<file path="src/rtl/ucie_ctl_sb_pkg.sv">
// Sideband packet assembler shared definitions:
// opcodes, parity bit positions, FSM encoding and payload classifier.
package ucie_ctl_sb_pkg;

    localparam int SB_OPC_W  = 5;
    localparam int SB_WORD_W = 32;

    localparam logic [4:0] MEM_WR32 = 5'b00001;
    localparam logic [4:0] CFG_WR32 = 5'b00101;
    localparam logic [4:0] MEM_WR64 = 5'b01001;
    localparam logic [4:0] CFG_WR64 = 5'b01101;
    localparam logic [4:0] CPL_D32  = 5'b10001;
    localparam logic [4:0] CPL_D64  = 5'b11001;
    localparam logic [4:0] MSG_D64  = 5'b11011;
    localparam logic [4:0] MSG_ND   = 5'b10010;

    localparam int CP_BIT = 62;
    localparam int DP_BIT = 63;

    typedef enum logic [1:0] {
        ST_HDR0 = 2'd0,
        ST_HDR1 = 2'd1,
        ST_DAT0 = 2'd2,
        ST_DAT1 = 2'd3
    } sb_state_e;

    function automatic logic has_data(input logic [4:0] opc);
        logic r;
        case (opc)
            MEM_WR32, CFG_WR32, MEM_WR64, CFG_WR64,
            CPL_D32, CPL_D64, MSG_D64: r = 1'b1;
            default:                   r = 1'b0;
        endcase
        return r;
    endfunction

endpackage

</file>
<file path="src/rtl/ucie_ctl_sb_packet_assembler_parity_chk.sv">
// Combinational control/data parity check for one completed packet.
// CP covers hdr[61:0]; DP covers the whole payload and is masked without one.
module ucie_ctl_sb_parity_chk
    import ucie_ctl_sb_pkg::*;
(
    input  logic [63:0] hdr_i,
    input  logic [63:0] data_i,
    input  logic        has_data_i,
    output logic        cp_err_o,
    output logic        dp_err_o
);

    assign cp_err_o = (^hdr_i[CP_BIT-1:0]) != hdr_i[CP_BIT];
    assign dp_err_o = has_data_i & ((^data_i) != hdr_i[DP_BIT]);

endmodule

</file>
<file path="src/rtl/ucie_ctl_sb_packet_assembler.sv">
// Frames 32-bit sideband words into header/payload packets and holds
// one finished packet at a valid/ready output while the next assembles.
module ucie_ctl_sb_packet_assembler
    import ucie_ctl_sb_pkg::*;
#(
    parameter int OPC_W  = SB_OPC_W,
    parameter int WORD_W = SB_WORD_W
) (
    input  logic              i_clk,
    input  logic              i_reset,
    input  logic              i_word_valid,
    input  logic [WORD_W-1:0] i_word,
    input  logic              i_abort,
    input  logic              i_pkt_ready,
    output logic              o_pkt_valid,
    output logic [63:0]       o_hdr,
    output logic [63:0]       o_data,
    output logic              o_has_data,
    output logic              o_cp_err,
    output logic              o_dp_err,
    output logic              o_overflow
);

    sb_state_e   state_q, state_d;
    logic [63:0] asm_hdr_q;
    logic [31:0] asm_dat_q;

    logic        lat_hdr0, lat_hdr1, lat_dat0;
    logic        complete, cmp_has_data;
    logic        strobe, load;
    logic [63:0] cmp_hdr, cmp_data;
    logic        cmp_cp_err, cmp_dp_err;

    logic        valid_q, has_data_q, cp_err_q, dp_err_q, ovf_q;
    logic [63:0] hdr_q, data_q;

    assign strobe = i_word_valid & ~i_abort;

    always_ff @(posedge i_clk) begin
        if (i_reset) state_q <= ST_HDR0;
        else         state_q <= state_d;
    end

    always_comb begin
        state_d = state_q;
        if (i_abort) begin
            state_d = ST_HDR0;
        end else if (i_word_valid) begin
            unique case (state_q)
                ST_HDR0: state_d = ST_HDR1;
                ST_HDR1: state_d = has_data(asm_hdr_q[OPC_W-1:0]) ? ST_DAT0 : ST_HDR0;
                ST_DAT0: state_d = ST_DAT1;
                ST_DAT1: state_d = ST_HDR0;
            endcase
        end
    end

    always_comb begin
        lat_hdr0     = 1'b0;
        lat_hdr1     = 1'b0;
        lat_dat0     = 1'b0;
        complete     = 1'b0;
        cmp_has_data = 1'b0;
        if (strobe) begin
            unique case (state_q)
                ST_HDR0: lat_hdr0 = 1'b1;
                ST_HDR1: begin
                    lat_hdr1 = 1'b1;
                    complete = ~has_data(asm_hdr_q[OPC_W-1:0]);
                end
                ST_DAT0: lat_dat0 = 1'b1;
                ST_DAT1: begin
                    complete     = 1'b1;
                    cmp_has_data = 1'b1;
                end
            endcase
        end
    end

    // A no-data packet completes on its upper header word, taken straight from the input.
    assign cmp_hdr  = (state_q == ST_DAT1) ? asm_hdr_q
                                           : {i_word, asm_hdr_q[31:0]};
    assign cmp_data = cmp_has_data ? {i_word, asm_dat_q} : 64'd0;

    ucie_ctl_sb_parity_chk u_parity (
        .hdr_i      (cmp_hdr),
        .data_i     (cmp_data),
        .has_data_i (cmp_has_data),
        .cp_err_o   (cmp_cp_err),
        .dp_err_o   (cmp_dp_err)
    );

    always_ff @(posedge i_clk) begin
        if (i_reset) begin
            asm_hdr_q <= '0;
            asm_dat_q <= '0;
        end else begin
            if (lat_hdr0) asm_hdr_q[31:0]  <= i_word;
            if (lat_hdr1) asm_hdr_q[63:32] <= i_word;
            if (lat_dat0) asm_dat_q        <= i_word;
        end
    end

    assign load = complete & (~valid_q | i_pkt_ready);

    always_ff @(posedge i_clk) begin
        if (i_reset) begin
            valid_q    <= 1'b0;
            hdr_q      <= '0;
            data_q     <= '0;
            has_data_q <= 1'b0;
            cp_err_q   <= 1'b0;
            dp_err_q   <= 1'b0;
            ovf_q      <= 1'b0;
        end else begin
            ovf_q <= complete & valid_q & ~i_pkt_ready;
            if (load) begin
                valid_q    <= 1'b1;
                hdr_q      <= cmp_hdr;
                data_q     <= cmp_data;
                has_data_q <= cmp_has_data;
                cp_err_q   <= cmp_cp_err;
                dp_err_q   <= cmp_dp_err;
            end else if (i_pkt_ready) begin
                valid_q <= 1'b0;
            end
        end
    end

    assign o_pkt_valid = valid_q;
    assign o_hdr       = hdr_q;
    assign o_data      = data_q;
    assign o_has_data  = has_data_q;
    assign o_cp_err    = cp_err_q;
    assign o_dp_err    = dp_err_q;
    assign o_overflow  = ovf_q;

endmodule
</file>
<file path="config.mk">
export PLATFORM = sky130hd
export DESIGN_NAME = ucie_ctl_sb_packet_assembler
export DESIGN_NICKNAME = d
export VERILOG_FILES = /design/src/rtl/ucie_ctl_sb_pkg.sv /design/src/rtl/ucie_ctl_sb_packet_assembler_parity_chk.sv /design/src/rtl/ucie_ctl_sb_packet_assembler.sv
export SDC_FILE = /design/constraint.sdc
export NUM_CORES = 1
export LEC_CHECK = 0
export CORE_ASPECT_RATIO = 0.9
export CORE_MARGIN = 2
export CORE_UTILIZATION = 35
export DETAILED_ROUTE_END_ITERATION = 16
export GPL_ROUTABILITY_DRIVEN = 0
export GPL_TIMING_DRIVEN = 0
export HOLD_SLACK_MARGIN = 0.06
export PLACE_DENSITY = 0.67
export REMOVE_ABC_BUFFERS = 1
export SLEW_MARGIN = 15
export SYNTH_ARGS = -nofsm -noshare
export SYNTH_HDL_FRONTEND = slang
export SYNTH_SLANG_ARGS = --single-unit
</file>
<file path="constraint.sdc">
create_clock -name i_clk -period 5.4 [get_ports i_clk]
set_input_delay 0.54 -clock i_clk [delete_from_list [all_inputs] [get_ports i_clk]]
set_output_delay 0.54 -clock i_clk [all_outputs]
set_load 0.03 [all_outputs]
</file>
Yosys cells after proc, flatten, opt, wreduce, memory -nomap -nowiden
Cells that the tools add are included.
- bitwise gates (word level): 10
- equality and inequality tests: 12
- reductions and logical operators: 6
- mux-type cells: 21
- operators with widths (kind ; count):
    $mux W64 ; 2
    $reduce_xor A64 Y1 ; 1
    $reduce_xor A62 Y1 ; 1
    $mux W1 ; 16
    $eq A5 B5 Y1 const B ; 3
    $eq A5 B4 Y1 const B ; 2
    $pmux W2 S4 ; 1
    $reduce_or A7 Y1 ; 1
    $and A1 B1 Y1 ; 5
    $eq A5 B1 Y1 const B ; 1
    $eq A5 B3 Y1 const B ; 1
    $eq A2 B2 Y1 const B ; 2
    $not A1 Y1 ; 4
    $eq A2 B1 Y1 const B ; 1
    $logic_not A2 Y1 ; 1
    $mux W2 ; 1
    $ne A1 B1 Y1 ; 2
    $pmux W1 S2 ; 1
    $reduce_bool A2 Y1 ; 1
    $reduce_or A2 Y1 ; 1
    $or A1 B1 Y1 ; 1
- output and inout port bits: 133
- word-level logic and storage cells: 60
- flip-flop bits (word level): 231

Longest topological paths before layout
Gate-level depths: netlist (run 1).
- depth in word-level cells: 10
- gate-level depth with buffers: 13
- mapped depth without buffers: 11

Hierarchy
From an unflattened synthesis (run 1), not the netlist that was laid out.
- cells, all modules: 1274
- area total of the unflattened synthesis: 10724.0 um^2
- by module, submodules not included (module ; instances ; area an instance (um^2) ; seq. area each (um^2) ; cells an instance):
    ucie_ctl_sb_packet_assembler ; 1 ; 9609.2 ; 4624.4 ; 1148
    ucie_ctl_sb_parity_chk ; 1 ; 1114.8 ; 0.0 ; 126

Worst setup path after synthesis (run 1)
Ideal clock, no wire load.
- path type: reg2reg
- start point: reg asm_hdr_q[3]
- end point: reg data_q[53], in the netlist o_data[53]
- required time: 5.268 ns
- clock period less this slack: 2.084 ns
- setup time: 0.132 ns
- data arrival time: 1.952 ns
- path slack: 3.316 ns
- stages on the path, launching flop included: 14
- cell sequence: dfxtp_1 -> inv_1 -> ha_1 -> nor2_1 -> nor2_1 -> nor3_1 -> nor3_1 -> or2_2 -> nand2b_1 -> clkbuf_1 -> buf_2 -> buf_2 -> nand2_1 -> a21oi_1
- word-level cells in the longest chain between the ends: 9
- ends and longest elaborated chain (item ; RTL line ; source):
    from (decl) ; ucie_ctl_sb_packet_assembler.sv:25 ; logic [63:0] asm_hdr_q;
    from (signal assigned) ; ucie_ctl_sb_packet_assembler.sv:98 ; if (lat_hdr0) asm_hdr_q[31:0] <= i_word;
    $eq A5 B1 Y1 (tied with other cells) ; ucie_ctl_sb_pkg.sv:29 ; case (opc)
    $reduce_or A7 Y1 (*) ; ucie_ctl_sb_pkg.sv:29 ;
    $mux W1 (*) ; ucie_ctl_sb_pkg.sv:29 ;
    $mux W1 (*) ; ucie_ctl_sb_packet_assembler.sv:65 ; unique case (state_q)
    $mux W1 (*) ; ucie_ctl_sb_packet_assembler.sv:64 ; if (strobe) begin
    $not A1 Y1 (*) ; ucie_ctl_sb_packet_assembler.sv:69 ; complete = ~has_data(asm_hdr_q[OPC_W-1:0]);
    $pmux W1 S2 (*) ; ucie_ctl_sb_packet_assembler.sv:65 ;
    $mux W1 (*) ; ucie_ctl_sb_packet_assembler.sv:64 ;
    $and A1 B1 Y1 (*) ; ucie_ctl_sb_packet_assembler.sv:104 ; assign load = complete & (~valid_q | i_pkt_ready);
    to (signal assigned) ; ucie_ctl_sb_packet_assembler.sv:120 ; data_q <= cmp_data;
    to (decl) ; ucie_ctl_sb_packet_assembler.sv:35 ; logic [63:0] hdr_q, data_q;
Mark *: on every way between the ends. The rest lies on a longest branch, timed or not. The select of a mux whose other input is x is not followed.
A chain may end at the register's enable or synchronous reset.

Worst setup path in the final report (run 1)
- start point: reg state_q[0]
- end point: reg hdr_q[46], in the netlist o_hdr[46]
- word-level cells in the longest chain between the ends: 4
- ends and longest elaborated chain (item ; RTL line ; source):
    from (decl) ; ucie_ctl_sb_packet_assembler.sv:24 ; sb_state_e state_q, state_d;
    from (signal assigned) ; ucie_ctl_sb_packet_assembler.sv:41 ; else state_q <= state_d;
    $eq A2 B2 Y1 / $eq A2 B1 Y1 (equally long branches) ; ucie_ctl_sb_packet_assembler.sv:65, ucie_ctl_sb_packet_assembler.sv:81 ;
    $pmux W1 S2 ; ucie_ctl_sb_packet_assembler.sv:65 ;
    $mux W1 ; ucie_ctl_sb_packet_assembler.sv:64 ;
    $and A1 B1 Y1 ; ucie_ctl_sb_packet_assembler.sv:104 ;
    to (signal assigned) ; ucie_ctl_sb_packet_assembler.sv:119 ; hdr_q <= cmp_hdr;
    to (decl) ; ucie_ctl_sb_packet_assembler.sv:35 ;
Parallel ways exist; a longest one is shown, timed or not.

==> results_dict.tcl, run 1 <==
set metrics [dict create \
    wire_per_inst_um 16.3 \
    drcViolationCount 0 \
    power.share.combinational_pct 10.5 \
    reg2reg_from "state_q[0]" \
    cellPowerDensity_nw_per_um2 317 \
    cap_violations 0 \
    synthDistinctLibCells 25 \
    grt_max_degree 96 \
    cell_internal_pwr_mw 3.04 \
    ys_warn_count 0 \
    postSynthRegisterBits 231 \
    vdd_ir_drop_max_uv 229 \
    totalNegativeSetupSlack_ns 0 \
    critPathMostFrequentCell "buf_12" \
    clock_path_buffers 3 \
    worst_slack_ns 2.10 \
    global_route.overflow_total 0 \
    cpMaxStageDelayCell "dfxtp_2" \
    timing.setup.critical_path_class "reg -> reg" \
    post_drt_via_cell_ratio 4.96 \
    starting_density_pct 35.5 \
    clock_transition_at_the_register_clock_pins_on_the_worst_setup_and_hold_paths_after_cts_ns 0.06 \
    clock_sink_count 231 \
    power_frac_clock_pct 45.6 \
    dominantRegCellSynth "dfxtp_1" \
    setup_viol_count_final 0 \
    grt.total_usage_pct 18.9 \
    worstPathCellList "nand3b_1 -> or2_2 -> nor2b_4 -> buf_12 -> buf_12 -> nor2_1 -> a311oi_1" \
    synth.cell_area_um2 9570 \
    ios 170 \
    tightestPinTransition_ns 0.899 \
    detail-route-antenna-nets 0 \
    cp_slowest_stage_delay_ns 0.86 \
    numPortBuffers 169 \
    chipHeight_um 161 \
    crit_path_end_kind "flip-flop" \
    timing.hold.worst.class "in -> reg" \
    fin_crit_ns 3.30 \
    detailed_route_via_count 8394 \
    rsz_0062_raised_after_global_routing "false" \
    drt_pass1_iterations 5 \
    post-place-ws_ns 2.01 \
    fraction_of_the_cycle_the_final_worst_path_needs_pct 61.0 \
    postCtsResizedCells 0 \
    critical_path.max_fanout 37 \
    num_antenna_cells 0 \
    first_global_vias 7800 \
    leakage_nw 4.09 \
    yosysSeqAreaShare_pct 48.3 \
    first_pass_grt_wire_length_um 43400 \
    post-cts-setup-buffers 0 \
    initial_antenna_violation_count 0 \
    net-switching-power_mw 0.953 \
    slew_headroom_pct 39.7 \
    status "completed" \
    data_arrival_time_of_the_worst_path_ns 3.72 \
    data_required_time_at_the_worst_endpoint_ns 5.82 \
    min_from "i_reset" \
    cts_hold_repair.buffers 0 \
    synth_async_sr_flop_share_pct 0 \
    dieArea_um2 28700 \
    fin_worst_skew_ns 0.00789 \
    cts_tree "yes" \
    final_max_slew_viol_count 0 \
    totalPowerFinal_mw 3.99 \
    clockRootBuffer "clkbuf_16" \
    syn2layout_area_growth_pct 31.4 \
    fill_cells 2598 \
    place.detailed.hpwl_um 18100 \
    post_synth_inst_count 1199 \
    htreeDepth 1 \
    fin_nets 1364 \
    die_w_um 178 \
    timing.final.hold_violations 0 \
    number_of_clock_buffers_inserted_by_tritoncts 26 \
    rows 57 \
    syn_avg_cell_area_um2 7.98 \
    power.switching_fraction_pct 23.9 \
    finalWirelength_um 27600 \
    insertion_delay_ns 0.52 \
    seq_power_share_pct 43.9 \
    fraction_of_layout_cells_with_a_size_suffix_above_1_pct 5.52 \
    edff_count_synth 0 \
    fmaxAchievable_mhz 303 \
    dr.first_iter.drc_count 549 \
    timing.critical_path.from "state_q[0]" \
    critPathLaunchType "flip-flop" \
    design.core.area_um2 27000 \
]
-- registers in the layout, summed over array words and instances (netlist names), named ones only --
| signal | cells |
|---|---|
| asm_hdr_q | 64 |
| o_data | 64 |
| o_hdr | 64 |
| asm_dat_q | 32 |
| o_cp_err | 1 |
| o_dp_err | 1 |
| o_has_data | 1 |
| o_overflow | 1 |
| o_pkt_valid | 1 |
| state_q | 1 |
-- stage by stage --
step | hold slack (ns) | instances | area (µm²) | utilization [%]
after CTS | 0.406 | 1694 | 12600 | 46.7
final | 0.406 | 1694 | 12600 | 46.7
after floorplan | 0.430 | 1108 | 9200 | -
after detailed placement | 0.443 | 1647 | 11700 | 43.3
after global placement | 0.437 | 1631 | 11300 | 42.0
after global routing | 0.426 | 1694 | 12600 | 46.7
-- path summary, 6_finish.rpt --
| path | to | slack (ns) | depth (start not counted) |
|---|---|---|---|
| max reg2reg | o_hdr[46] | 2.10 | 7 |
| min | o_data[33] | 0.41 | 2 |
| max | o_hdr[46] | 2.10 | 7 |
| min reg2reg | o_data[61] | 0.45 | 2 |
-- metal layers --
layer  vias up  GRT usage (%)  routed length (µm)
li1       4204              -                   -
met1      3939           26.4               12700
met2       219           30.4               12700
met3        32           3.93                1780
met4         0           3.47                 430
met5         -              0                   0
-- area by class of cell --
cell class	count	area (µm²)	share of cell area, %
timing repair buffer	185	1980	15.7
tap	354	443	3.52
multi-input combinational	873	4610	36.6
sequential	231	4630	36.8
clock buffer	43	856	6.80
clock inverter	4	50.0	0.398
inverter	4	15.0	0.119
-- cells in the mapped netlist, types with 2 or more instances --
master,instances,area share (%)
a211oi_1,2,0.16
a21oi_1,196,10
a311oi_1,30,2.7
buf_2,15,0.78
clkbuf_1,74,2.9
dfxtp_1,231,48
ha_1,6,0.78
inv_1,4,0.16
mux2i_1,6,0.63
nand2_1,359,14
nand2b_1,4,0.26
nand3_1,95,5.0
nor2_1,37,1.5
nor3_1,7,0.37
xnor2_1,113,10
xor2_1,11,1.0
-- power by group through the flow --
stage          combinational, mW  clock [mW]  sequential [mW]
4_1_cts                    0.424        1.87             1.75
6_report                   0.418        1.82             1.75
3_3_place_gp               0.417           0             1.79
5_1_grt                    0.459        1.92             1.75
2_1_floorplan              0.245           0             1.80
3_5_place_dp               0.423           0             1.79
-- critical path, delay by kind of cell (launching register included) --
family	cells	cell delay, ns
compound gates	1	0.25
buf+inv	2	0.50
flops	1	0.86
simple gates	4	1.56
-- cells by family (layout without fill, tap and decap cells) --
family,Yosys count,after routing,share of synthesized area (%)
XOR/XNOR,125,125,11.5
flip-flops,231,231,48.3
multiplexers,6,6,0.627
AO/OA/AOI/OAI,230,230,13.3
adder cells (fa/ha/maj),6,6,0.784
AND/OR/NAND/NOR,506,506,21.5
buffers and inverters,95,236,4.04
-- layout by cell type (no fill, tap or decap), types with 5 or more instances in the layout --
master,count
mux2i_1,6
a21oi_1,196
nor3_1,5
ha_1,6
clkbuf_8,12
nor2_1,35
xnor2_1,113
dfxtp_1,229
xor2_1,11
nand2_1,357
nand3_1,95
clkbuf_16,27
clkdlybuf4s50_1,168
a311oi_1,30
buf_12,6
Note: power is estimated with default switching activity, not from simulation.
==> run 2, diff against run 1 <==
clock period = 3.3 ns   (was 5.4 ns; I/O delays follow)
==> run 2 against run 1 <==
  * Cell count about the same
  * Sequential cell count unchanged
  * Maximum frequency increased by 14%
  * First-iteration DRC count decreased by 2.7%
  * Wire length increased by 0.85%
  * Sequential power increased by 63%
  * Register-to-register slack got worse by 1.7 ns
  * Worst setup slack got worse by 1.7 ns
  * Power increased by 64%
  * Global-route usage increased by 0.15 points
  * Non-clock buffer count unchanged
==> results_dict.tcl, run 2 (synthesis gave the netlist of run 1 again) <==
set metrics [dict create \
    status "completed" \
    data_required_time_at_the_worst_endpoint_ns 3.72 \
    rsz_0062_raised_after_global_routing "false" \
    post_drt_via_cell_ratio 4.94 \
    setup_viol_count_final 0 \
    crit_path_end_kind "flip-flop" \
    cap_violations 0 \
    critPathMostFrequentCell "nor2_1" \
    grt.total_usage_pct 19.1 \
    initial_antenna_violation_count 0 \
    ios 170 \
    timing.final.hold_violations 0 \
    worstRegToRegCells 12 \
    design.core.area_um2 27000 \
    reg2reg_from "asm_hdr_q[3]" \
    numPortBuffers 169 \
    slew_headroom_pct 42.1 \
    detail-route-antenna-nets 0 \
    drcViolationCount 0 \
    totalPowerFinal_mw 6.53 \
    drt_pass1_iterations 5 \
    number_of_clock_buffers_inserted_by_tritoncts 26 \
    clockRootBuffer "clkbuf_16" \
    clock_transition_at_the_register_clock_pins_on_the_worst_setup_and_hold_paths_after_cts_ns 0.06 \
    clock_path_buffers 3 \
    die_w_um 178 \
    num_antenna_cells 0 \
    cts_hold_repair.buffers 0 \
    fin_nets 1365 \
    fmaxAchievable_mhz 345 \
    chipHeight_um 161 \
    place.detailed.hpwl_um 18100 \
    syn2layout_area_growth_pct 31.5 \
    vdd_ir_drop_max_uv 375 \
    fraction_of_layout_cells_with_a_size_suffix_above_1_pct 5.59 \
    timing.setup.critical_path_class "reg -> reg" \
    setup.worst_path.end "o_hdr[46]" \
    cts_tree "yes" \
    worst_slack_ns 0.398 \
    global_route.overflow_total 0 \
    fin_worst_skew_ns 0.00909 \
    rows 57 \
    dr.first_iter.drc_count 534 \
    tightestPinTransition_ns 0.864 \
    data_arrival_time_of_the_worst_path_ns 3.32 \
    cpMaxStageDelayCell "nor2b_4" \
    finalWirelength_um 27900 \
    fin_crit_ns 2.90 \
    highest_layer "met4" \
    cellPowerDensity_nw_per_um2 518 \
    worstPathCellList "inv_1 -> ha_1 -> nor2_1 -> nor2_1 -> nor3_1 -> nor3_1 -> or2_2 -> nor2b_4 -> buf_12 -> buf_12 -> nor2_1 -> a311oi_1" \
    totalNegativeSetupSlack_ns 0 \
    reg2reg_setup_slack_ns 0.40 \
    finalHoldWorstSlack_ns 0.202 \
    leakage_nw 4.10 \
    insertion_delay_ns 0.52 \
    wire_per_inst_um 16.4 \
    critical_path.max_fanout 36 \
    htreeDepth 1 \
    fraction_of_the_cycle_the_final_worst_path_needs_pct 87.9 \
    r2r_end "o_hdr[46]" \
    timing.critical_path.from "asm_hdr_q[3]" \
    clock_sink_count 231 \
    final_cell_mix "357 x nand2_1, 229 x dfxtp_1, 196 x a21oi_1" \
    grt_max_degree 96 \
    critPathLaunchType "flip-flop" \
    layout_commonest_cell "nand2_1" \
    met3RoutedLength_um 1810 \
    cp_slowest_stage_delay_ns 0.52 \
    timing.hold.worst.class "in -> reg" \
    first_pass_grt_wire_length_um 43700 \
    dieArea_um2 28700 \
    starting_density_pct 35.5 \
    wl_met1_um 13000 \
    final_max_slew_viol_count 0 \
    post-place-ws_ns -0.0173 \
    detailed_route_via_count 8371 \
    first_global_vias 7819 \
    route.met2.wl_um 12700 \
]
[run 2: cell types whose count changed in the layout (fill, tap and decap cells not counted), sizes merged]
cell,change
nor2b,+1
[run 2: cell type report]
| type | instances | area [µm²] |
|---|---|---|
| Fill cell | 2597 | 14400 |
| Sequential cell | 231 | 4630 |
| Multi-Input combinational cell | 874 | 4620 |
| Timing Repair Buffer | 185 | 1980 |
| Clock buffer | 43 | 856 |
| Tap cell | 354 | 443 |
| Clock inverter | 4 | 50.0 |
| Inverter | 4 | 15.0 |
[run 2: worst min-delay path by stage]
stage	start	depth (start not counted)	endpoint	slack [ns]
finish	i_reset	2	o_hdr[4]	0.20
global route	i_reset	2	o_hdr[4]	0.22
CTS	i_reset	2	o_hdr[26]	0.20
detailed placement	o_data[61]	2	o_data[61]	0.44
global placement	o_data[54]	2	o_data[54]	0.44
floorplan	i_reset	1	asm_dat_q[0]	0.40
[run 2: what timing repair did]
item                                    CTS  global route
resized for setup                         0             1
pin swaps                                 0             0
endpoints found under the setup margin    2             5
gates cloned                              1             0
setup buffers                             0             0
hold endpoints to repair                  0             0
[run 2: critical path: cells and delay by family, from the launching register on]
kind            cells  cell delay (ns)
compound gates      1             0.25
buf+inv             3             0.59
simple gates        7             1.36
fa+ha+maj           1             0.19
flops               1             0.40
[run 2: metal layers]
layer	track usage, %	vias to the layer above
li1	-	4203
met1	26.7	3915
met2	30.5	223
met3	3.93	30
met4	3.47	0
met5	0	-
[run 2: stage by stage]
stage	instance area (µm²)	utilization [%]	std cells
after floorplan	9200	-	1108
after global placement	11300	42.0	1631
after detailed placement	11700	43.3	1647
after CTS	12600	46.7	1695
after global routing	12600	46.7	1695
final	12600	46.7	1695
[run 2: where the power goes]
| part | switching [mW] | internal (mW) | total, mW |
|---|---|---|---|
| clock | 1.14 | 1.83 | 2.98 |
| sequential | 0.0378 | 2.83 | 2.86 |
| combinational | 0.379 | 0.306 | 0.685 |
| total | 1.56 | 4.97 | 6.53 |
==> run 3, diff against run 2 <==
GPL_ROUTABILITY_DRIVEN = 1   (was 0)
==> results of run 3 <==
No change in the layout: final DEF, timing and power equal those of run 2.
